[src/rtl/cl_mcl_pkg.sv]
// cl_mcl_pkg: host register offsets and transmit-credit constants for the manycore link
package cl_mcl_pkg;

   localparam int mcl_ofs_isr_gp     = 'h00;
   localparam int mcl_ofs_tdfv_gp    = 'h0C;
   localparam int mcl_ofs_tdr_gp     = 'h10;
   localparam int mcl_ofs_rdfo_gp    = 'h1C;
   localparam int mcl_ofs_rdr_gp     = 'h20;
   localparam int mcl_ofs_credits_gp = 'h24;

   localparam int max_out_credits_gp = 16;

   function automatic int credits_width(input int max_credits);
      return $clog2(max_credits + 1);
   endfunction

   function automatic int id_width(input int n);
      return (n > 1) ? $clog2(n) : 1;
   endfunction

endpackage

[src/rtl/bsg_arb_round_robin.sv]
// bsg_arb_round_robin: one-hot round-robin pick starting after the last winner
module bsg_arb_round_robin
   import cl_mcl_pkg::*;
#(
   parameter int width_p = 2,
   localparam int lg_lp = id_width(width_p)
) (
   input  logic               clk_i,
   input  logic               reset_i,
   input  logic [width_p-1:0] reqs_i,
   output logic [width_p-1:0] grants_o,
   output logic [lg_lp-1:0]   sel_id_o,
   input  logic               yumi_i
);

   localparam logic [lg_lp-1:0] last_rst_lp = lg_lp'(width_p - 1);

   logic [lg_lp-1:0] last_r;

   // scan farthest-first so the requester nearest after last_r is written last and wins
   always_comb begin
      int idx;
      idx = 0;
      grants_o = '0;
      sel_id_o = '0;
      for (int i = width_p; i >= 1; i--) begin
         idx = int'(last_r) + i;
         if (idx >= width_p) idx = idx - width_p;
         if (reqs_i[idx]) begin
            grants_o = '0;
            grants_o[idx] = 1'b1;
            sel_id_o = lg_lp'(idx);
         end
      end
   end

   // advance the pointer only when the selected requester is actually taken
   always_ff @(posedge clk_i or posedge reset_i) begin
      if (reset_i) last_r <= last_rst_lp;
      else if (yumi_i) last_r <= sel_id_o;
   end

endmodule

[src/rtl/fifo_pair_tx_arbiter.sv]
// fifo_pair_tx_arbiter: credit-gated round-robin merge of host tx FIFOs onto one link endpoint
module fifo_pair_tx_arbiter
   import cl_mcl_pkg::*;
#(
   parameter int num_req_p = 2,
   parameter int width_p = 128,
   parameter int max_out_credits_p = max_out_credits_gp,
   localparam int credits_width_lp = credits_width(max_out_credits_p),
   localparam int id_width_lp = id_width(num_req_p)
) (
   input  logic                                clk_i,
   input  logic                                reset_i,
   input  logic [num_req_p-1:0]                v_i,
   input  logic [num_req_p-1:0][width_p-1:0]   data_i,
   output logic [num_req_p-1:0]                ready_o,
   output logic                                v_o,
   output logic [width_p-1:0]                  data_o,
   input  logic                                ready_i,
   output logic [id_width_lp-1:0]              grant_id_o,
   input  logic                                credit_return_i,
   output logic [credits_width_lp-1:0]         credits_o,
   output logic                                idle_o,
   output logic                                credit_err_o
);

   localparam logic [credits_width_lp-1:0] max_lp = credits_width_lp'(max_out_credits_p);

   logic                        can_load;
   logic                        load;
   logic                        at_max;
   logic                        v_n;
   logic [credits_width_lp-1:0] credits_n;
   logic [num_req_p-1:0]        grants;
   logic [id_width_lp-1:0]      sel_id;

   // reset gates acceptance so no requester sees ready while reset is held
   assign can_load = ~reset_i & (~v_o | ready_i) & (credits_o != '0);
   assign ready_o = can_load ? grants : '0;
   assign load = |ready_o;
   assign at_max = credits_o == max_lp;

   bsg_arb_round_robin #(.width_p(num_req_p)) rr (
      .clk_i    (clk_i),
      .reset_i  (reset_i),
      .reqs_i   (v_i),
      .grants_o (grants),
      .sel_id_o (sel_id),
      .yumi_i   (can_load & (|v_i))
   );

   // next valid and credit count; a return at max is dropped rather than wrapping
   always_comb begin
      v_n = load | (v_o & ~ready_i);
      credits_n = credits_o + credits_width_lp'(credit_return_i & ~at_max) - credits_width_lp'(load);
   end

   // output beat register, credit counter, idle flag and sticky overflow error
   always_ff @(posedge clk_i or posedge reset_i) begin
      if (reset_i) begin
         v_o <= 1'b0;
         data_o <= '0;
         grant_id_o <= '0;
         credits_o <= max_lp;
         idle_o <= 1'b1;
         credit_err_o <= 1'b0;
      end else begin
         v_o <= v_n;
         if (load) begin
            data_o <= data_i[sel_id];
            grant_id_o <= sel_id;
         end
         credits_o <= credits_n;
         idle_o <= ~v_n & (credits_n == max_lp);
         if (credit_return_i & at_max) credit_err_o <= 1'b1;
      end
   end

endmodule
[config.mk]
export PLATFORM = sky130hd
export DESIGN_NAME = fifo_pair_tx_arbiter
export DESIGN_NICKNAME = d
export VERILOG_FILES = /design/src/rtl/cl_mcl_pkg.sv /design/src/rtl/bsg_arb_round_robin.sv /design/src/rtl/fifo_pair_tx_arbiter.sv
export SDC_FILE = /design/constraint.sdc
export NUM_CORES = 1
export LEC_CHECK = 0
export ABC_AREA = 1
export ABC_CLOCK_PERIOD_IN_PS = 5100
export BUFFER_PORTS_ARGS = -buffer_cell sky130_fd_sc_hd__buf_2
export CORE_AREA = 5 5 154 156
export DETAILED_ROUTE_END_ITERATION = 10
export DIE_AREA = 0 0 159 161
export PLACE_DENSITY = 0.68
export SYNTH_ARGS = -nofsm -noshare
export SYNTH_HDL_FRONTEND = slang
export SYNTH_SLANG_ARGS = --single-unit
[constraint.sdc]
create_clock -name clk_i -period 5.1 [get_ports clk_i]
set_input_delay 0.765 -clock clk_i [delete_from_list [all_inputs] [get_ports clk_i]]
set_output_delay 0.765 -clock clk_i [all_outputs]
set_load 0.01 [all_outputs]
==> summary.md, run 1 <==
| Metric | Value |
|---|---|
| Maximum VDD drop | 188 uV |
| Post-synth top cells | nand2_1, inv_1, dfrtp_1 |
| Post-synth top area cell | dfrtp_1 |
| Critical path class | flop to flop |
| Complex-gate fraction of the synthesized area | 9.45% |
| Worst-path clk slew | 0.06 ns |
| Port Buf Inserts | 400 |
| Die Width | 159 um |
| FILL cells | 2295 |
| Max clock buf depth | 2 |
| WP depth | 9 |
| Vias in the first global route | 7030 |
| Count leader, synth | nand2_1 |
| # H-tree levels | 4 |
| Mux contribution to synthesized area | 0% |
| Simple-gate share of the synthesized area | 28.4% |
| DP HPWL | 16.6 mm |
| CP top delay family | simple AND/OR/NAND/NOR gates |
| CTS Hold Bufs | 0 |
| Initial antenna violation count | 0 |
| Actual slew at the worst max-slew pin | 0.892 ns |
| Clock Skews | 0.0118 ns |
| Min Tclk post-route | 2.64 ns |
| GRT Overall Usage | 16.6% |
| # setup viols final | 0 |
| Detailed Route WL | 22.3 mm |
| Final #Nets | 1667 |
| Cells along the critical path | inv_1 > ha_1 > nand4_1 > nand2_2 > inv_2 > nand2_4 > buf_4 > nand2_1 > nor2_1 |
| Final Hold Viols | 0 |
| Layout cells sized above 1 | 31.6% |
| Ranking of synthesized cells by area | dfrtp_1, nand2_1, o21ai_0 |
| CTS sink count | 138 |
| Reg2Reg Setup Slack | 2.46 ns |
| Worst path max stage delay | 0.60 ns |
| Post-Synth Adder-Cell Area | 1.31% |
| Hold Path Class | primary input to asynchronous set/reset pin |
| Site Rows | 55 |
| Pwr Total | 4420 uW |
| Placed instance count | 1664 |
| IO Pins | 401 |
| WP data arrival | 2.98 ns |
| Worst-path maximum fanout | 81 |
| Fmax | 379 MHz |
| CP Capture Type | flop |
| Slowest stage cell, crit path | buf_4 |
| Tcrit/Tclk final | 51.7% |
| Worst relative slew slack | 40.5% |
| Die Y | 161 um |
| Post-CTS Resized | 0 |
| Reg area | 3460 um^2 |
| Fin. max-slew vios | 0 |
| Post-synth top area share | 46.6% |
| Yosys Warn Count | 0 |
| First-pass GRT wire length | 35.2 mm |
| Crit path required time | 5.44 ns |
| Syn Inst Count | 1029 |
| Post-Syn Nets | 1298 |
| Clock root buffer | clkbuf_16 |
| Unrepaired setup endpoints after global routing | no |
| DR DRC count | 0 |
| Initial DRC Count | 421 |
| DRT Pass-1 Iters | 5 |
| Non-filler cells, final | 1696 |
| DR vias | 7244 |
| Run status | finished, final reports clean |
| Sequential share of the synthesized area | 47.7% |
| Critical path buffers and inverters | 3 |
| Mean Syn Cell Area | 7.05 um^2 |
| #FFs+latches synth | 138 |
| CP startpoint kind | flop |
| Buffer count from post-CTS setup fixing | 0 |
| PwrDens | 448 nW/um^2 |
| CTS tree | built |
| Max-cap viol count | 0 |
| Synth cell types | 20 |
| Routed len/inst | 13.1 um |
| Async S/R FF share, synth | 100% |
| Most used DFF post-synth | dfrtp_1 |
| Setup tns final | 0 ns |
| Post-synthesis xor/xnor area fraction | 0.242% |
| Via/cell ratio | 4.27 |
| Skew-Pair Late Insertion Delay | 0.41 ns |
| Worst r2r path cells | 9 |
| ANT cells | 0 |
| Die ar. | 25600 um^2 |
| Placer Congestion | 0.891 |
| Core area | 22200 um^2 |
| Post-Syn Area | 7250 um^2 |
| Largest net degree at the start of global routing | 257 |
| Leak Pwr | 0.00607 uW |
| GR Overflow Total | 0 |
| DRT antenna net count | 0 |
| Initial core utilization | 32.6% |
| Area growth syn-to-layout | 36.0% |
| Num CTS Buffers | 17 |
| Post-synth EDFFs | 0 |
| Multi-input logic area | 2880 um^2 |
| Largest family of logic cells by synthesized area | simple AND/OR/NAND/NOR gates |
==> state kept, by name (all words and copies together) (netlist names) <==
name and cells:
credit_err_o 1, grant_id_o 1, v_o 1, data_o 128, rr.last_r 1, credits_o 5, idle_o 1
==> placed cells by master (no fill, tap or decap), drive strengths merged <==
master | synthesis | final
buf | 51 | 406
ha | 6 | 6
xnor2 | 2 | 2
bufinv | 0 | 1
nand2 | 532 | 532
fa | 1 | 1
clkinvlp | 0 | 7
o21bai | 1 | 1
dfstp | 3 | 3
a21oi | 5 | 5
nand4 | 2 | 2
nor2 | 5 | 5
dfrtp | 135 | 135
clkbuf | 5 | 20
nand3 | 5 | 5
o21ai | 129 | 129
inv | 147 | 151
==> layout make-up <==
type | instances | area share [%]
repair buffers | 406 | 20.9
multi-input cells | 688 | 29.2
inverters | 147 | 5.65
flip-flops and latches | 138 | 35.1
well taps | 285 | 3.62
clock inverters | 12 | 1.19
clock buffers | 20 | 4.43
==> kinds of logic (layout without fill, tap and decap cells) <==
family	count (synthesis)	count (layout)
xor+xnor	2	2
fa+ha+maj	7	7
flops	138	138
buf+inv	203	585
simple gates	544	544
compound gates	135	135
==> per-layer routing <==
metal	up-vias	routed length (um)	track usage (%)
li1	3810	-	-
met1	3134	9170	20.2
met2	266	10900	28.3
met3	34	1620	4.90
met4	0	550	5.66
met5	-	0	0
==> worst paths after layout <==
check                             endpoint         start
worst max-delay path                idle_o  credits_o[2]
worst max register to register      idle_o  credits_o[2]
worst min-delay path            data_o[20]       reset_i
worst min register to register  data_o[75]    data_o[75]
max in group asynchronous       data_o[83]       reset_i
min in group clk_i              data_o[75]    data_o[75]
==> report_power, final <==
group / internal (uW) / switching [uW]
Combinational: 613 / 967
Sequential: 1470 / 205
Clock: 677 / 488
==> stage by stage <==
| stage | worst slack, ns | hold slack [ns] | cell area, um^2 | utilization (%) |
|---|---|---|---|---|
| after detailed placement | 2.19 | 0.458 | 9310 | 41.9 |
| after global placement | 2.23 | 0.453 | 9310 | 41.9 |
| after CTS | 2.44 | 0.474 | 9860 | 44.4 |
| final | 2.46 | 0.461 | 9860 | 44.4 |
| after global routing | 2.23 | 0.486 | 9860 | 44.4 |
| after floorplan | 0.644 | 0.455 | 7250 | - |
No activity file was read; power rests on OpenSTA's default activity.
==> run 2: changes to the inputs <==
--- a/config.mk
+++ b/config.mk
@@ -5,12 +5,12 @@
 export SDC_FILE = /design/constraint.sdc
 export NUM_CORES = 1
 export LEC_CHECK = 0
-export ABC_AREA = 1
-export ABC_CLOCK_PERIOD_IN_PS = 5100
+export ABC_AREA = 0
+export ABC_CLOCK_PERIOD_IN_PS = 2200
 export BUFFER_PORTS_ARGS = -buffer_cell sky130_fd_sc_hd__buf_2
-export CORE_AREA = 5 5 154 156
+export CORE_AREA = 5 5 151 153
 export DETAILED_ROUTE_END_ITERATION = 10
-export DIE_AREA = 0 0 159 161
+export DIE_AREA = 0 0 156 158
 export PLACE_DENSITY = 0.68
 export SYNTH_ARGS = -nofsm -noshare
 export SYNTH_HDL_FRONTEND = slang
==> constraint.sdc (replaced) <==
create_clock -name clk_i -period 2.2 [get_ports clk_i]
set_input_delay 0.33 -clock clk_i [delete_from_list [all_inputs] [get_ports clk_i]]
set_output_delay 0.33 -clock clk_i [all_outputs]
set_load 0.01 [all_outputs]
==> summary.md, run 2 <==
| Metric | Value |
|---|---|
| Run status | complete, but fails checks |
| Failing checks | setup timing |
| Pwr Total | 10500 uW (+140%) |
| Post-synth top cells | dfrtp_1, a21oi_1, nor2_1 |
| Area growth syn-to-layout | 50.2% |
| Initial core utilization | 29.9% (-2.8 points) |
| Crit path required time | 2.51 ns (-2.93 ns) |
| Port Buf Inserts | 400 (unchanged) |
| Critical path class | flop to flop |
| CTS Hold Bufs | 0 (unchanged) |
| Core area | 21400 um^2 (-3.6%) |
| Leak Pwr | 0.00477 uW (-21%) |
| Hold Path Class | primary input to asynchronous set/reset pin |
| # H-tree levels | 4 (unchanged) |
| Sw frac | 35.2% (-2.4 points) |
| DRT Pass-1 Iters | 6 (+1) |
| CTS sink count | 138 (unchanged) |
| Actual slew at the worst max-slew pin | 0.597 ns (-0.295 ns) |
| Num CTS Buffers | 17 (unchanged) |
| GR Overflow Total | 0 (unchanged) |
| Maximum VDD drop | 597 uV (+220%) |
| IO Pins | 401 (unchanged) |
| DP HPWL | 15.5 mm (-6.7%) |
| Sequential power share | 36.1% (-1.7 points) |
| Psw | 3680 uW (+120%) |
| Clock group share of total power | 25.5% (-0.9 points) |
| Post-synth EDFFs | 0 (unchanged) |
| Synth cell types | 27 (+35%) |
| Post-synth top area share | 52.8% (+6.2 points) |
| Design area | 9610 um^2 (-2.6%) |
| CTS tree | built |
| Combinational share of power | 38.4% (+2.6 points) |
| Final Hold Viols | 0 (unchanged) |
| Syn Inst Count | 604 (-41%) |
| PwrDens | 1090 nW/um^2 (+140%) |
| Worst-path maximum fanout | 2 (-98%) |
| CP Capture Type | flop |
| Area after DPL | 8910 um^2 (-4.3%) |
| Final #Nets | 1292 (-22%) |
| Post-Syn Nets | 873 (-33%) |
| Skew-Pair Late Insertion Delay | 0.41 ns (about the same) |
| Site Rows | 54 (-1.8%) |
| Tcrit/Tclk final | 119% (+67 points) |
| Largest regs | data_o (128), credits_o (5) |
| Worst relative slew slack | 60.1% (+20 points) |
| DR DRC count | 0 (unchanged) |
| Via/cell ratio | 4.41 (+3.3%) |
| First-pass GRT wire length | 29.1 mm (-17%) |
| Die Y | 158 um (-1.9%) |
| Max reg flops | 128 (unchanged) |
| Clock Skews | 0.0102 ns (-0.00156 ns) |
| GRT Overall Usage | 15.0% (-1.6 points) |
| Vias in the first global route | 5716 (-19%) |
| Max clock buf depth | 2 (unchanged) |
| ANT cells | 0 (unchanged) |
| Routed len/inst | 15.0 um (+14%) |
| Ranking of synthesized cells by area | dfrtp_1, mux2i_1, a21oi_1 |
| Min Tclk post-route | 2.62 ns (-0.0203 ns) |
| Post-Syn Area | 6400 um^2 (-12%) |
| Sequential share of the synthesized area | 54.0% (+6.4 points) |
| Worst setup margin | -0.416 ns (-2.88 ns) |
| Fin. max-slew vios | 0 (unchanged) |
| Most used DFF post-synth | dfrtp_1 |
| Placer Congestion | 0.801 (-10%) |
| Count leader, synth | dfrtp_1 |
| Commonest cells after routing, fill and taps aside | buf_2, dfrtp_1, nor2_1 |
| Mean Syn Cell Area | 10.6 um^2 (+50%) |
| Fmax | 382 MHz (+0.78%) |
| Initial DRC Count | 206 (-51%) |
| Yosys Warn Count | 0 (unchanged) |
| # setup viols final | 45 (+45) |
| Unrepaired setup endpoints after global routing | yes |
| DR vias | 5806 (-20%) |
| WP data arrival | 2.93 ns (-0.05 ns) |
| #FFs+latches synth | 138 (unchanged) |
| Max-cap viol count | 0 (unchanged) |
| Largest net degree at the start of global routing | 87 (-66%) |
| Clock root buffer | clkbuf_16 |
| Async S/R FF share, synth | 100% (unchanged) |
| Worst-path clk slew | 0.07 ns (about the same) |
| Cell Int Power | 6780 uW (+150%) |
| CP startpoint kind | flop |
| Setup tns final | -2.91 ns (-2.91 ns) |
| Post-synth top area cell | dfrtp_1 |
| FILL cells | 2067 (-9.9%) |
| Die Width | 156 um (-1.9%) |
| Initial antenna violation count | 0 (unchanged) |
| Die ar. | 24600 um^2 (-3.7%) |
| DRT antenna net count | 0 (unchanged) |
| Largest register by flop count | data_o |
| Commonest non-fill, non-tap cell in the layout | buf_2 |
| Layout cells sized above 1 | 47.8% (+16 points) |
| Detailed Route WL | 19.7 mm (-11%) |
-- run 2: cell types whose count changed in the layout (fill, tap and decap cells not counted), moves of 5 or more --
cell	delta
nor2_1	+125
clkinvlp_4	-5
buf_4	+29
a21oi_1	+125
o21ai_0	-129
nand2_1	-527
nand3_1	-5
inv_1	-141
clkinv_4	+6
mux2i_1	+128
-- run 2: final timing paths --
path	startpoint	end	slack (ns)	depth (start not counted)
min reg2reg	credit_err_o	credit_err_o	0.48	1
max reg2reg	credits_o[2]	idle_o	-0.42	12
max in group asynchronous	reset_i	idle_o	1.39	4
max	credits_o[2]	idle_o	-0.42	12
min	reset_i	data_o[36]	0.14	3
min in group clk_i	credit_return_i	credit_err_o	0.19	2
-- run 2: critical path, stage by stage (launching register included) --
cell	delay, ns
dfrtp_1	0.39
inv_2	0.08
ha_4	0.13
nor4b_4	0.28
nor4_4	0.11
ha_4	0.27
inv_2	0.03
ha_4	0.15
fa_2	0.35
buf_6	0.13
xor2_2	0.14
nor3_1	0.20
nor4bb_2	0.26
-- run 2: metal layers --
metal | vias to the layer above | part of all wire, % | global-route usage [%]
li1 | 2922 | - | -
met3 | 20 | 8.9 | 4.95
met5 | - | 0 | 0
met4 | 0 | 1.8 | 4.88
met1 | 2624 | 38 | 17.4
met2 | 240 | 51 | 26.2
-- run 2: logic make-up after synthesis --
family | count (synthesis) | share of synthesized area, %
compound gates | 136 | 10.9
simple gates | 143 | 9.33
mux | 128 | 20.0
flops | 138 | 54.0
fa+ha+maj | 7 | 1.49
xor+xnor | 4 | 0.548
buf+inv | 48 | 3.64
-- run 2: what timing repair did --
action	CTS	global route
hold endpoints to repair	0	0
endpoints found under the setup margin	117	119
gates cloned	1	0
resized for setup	10	1
buffers inserted	6	4
pin swaps	9	4
-- run 2: metrics by stage --
step	setup WS (ns)	std cells	hold WS, ns	util [%]
2_1_floorplan	-0.660	604	0.488	-
3_3_place_gp	-0.387	1276	0.457	41.6
3_5_place_dp	-0.482	1276	0.460	41.6
4_1_cts	-0.409	1314	0.139	44.8
5_1_grt	-0.567	1316	0.158	44.9
6_report	-0.416	1316	0.144	44.9
-- run 2: power by group through the flow --
stage	combinational [uW]	sequential [uW]	clock, uW
global route	4420	3880	2880
CTS	4050	3780	2770
floorplan	1700	4220	0
finish	4020	3780	2670
detailed placement	3830	3810	0
global placement	3730	3790	0
-- run 2: layout make-up --
| class | count | area [um^2] | share of cell area [%] |
|---|---|---|---|
| timing repair buffer | 442 | 2430 | 25.3 |
| sequential | 138 | 3460 | 36.0 |
| inverter | 6 | 26.3 | 0.273 |
| clock inverter | 13 | 109 | 1.13 |
| clock buffer | 19 | 453 | 4.71 |
| multi-input combinational | 418 | 2780 | 29.0 |
| tap | 280 | 350 | 3.65 |
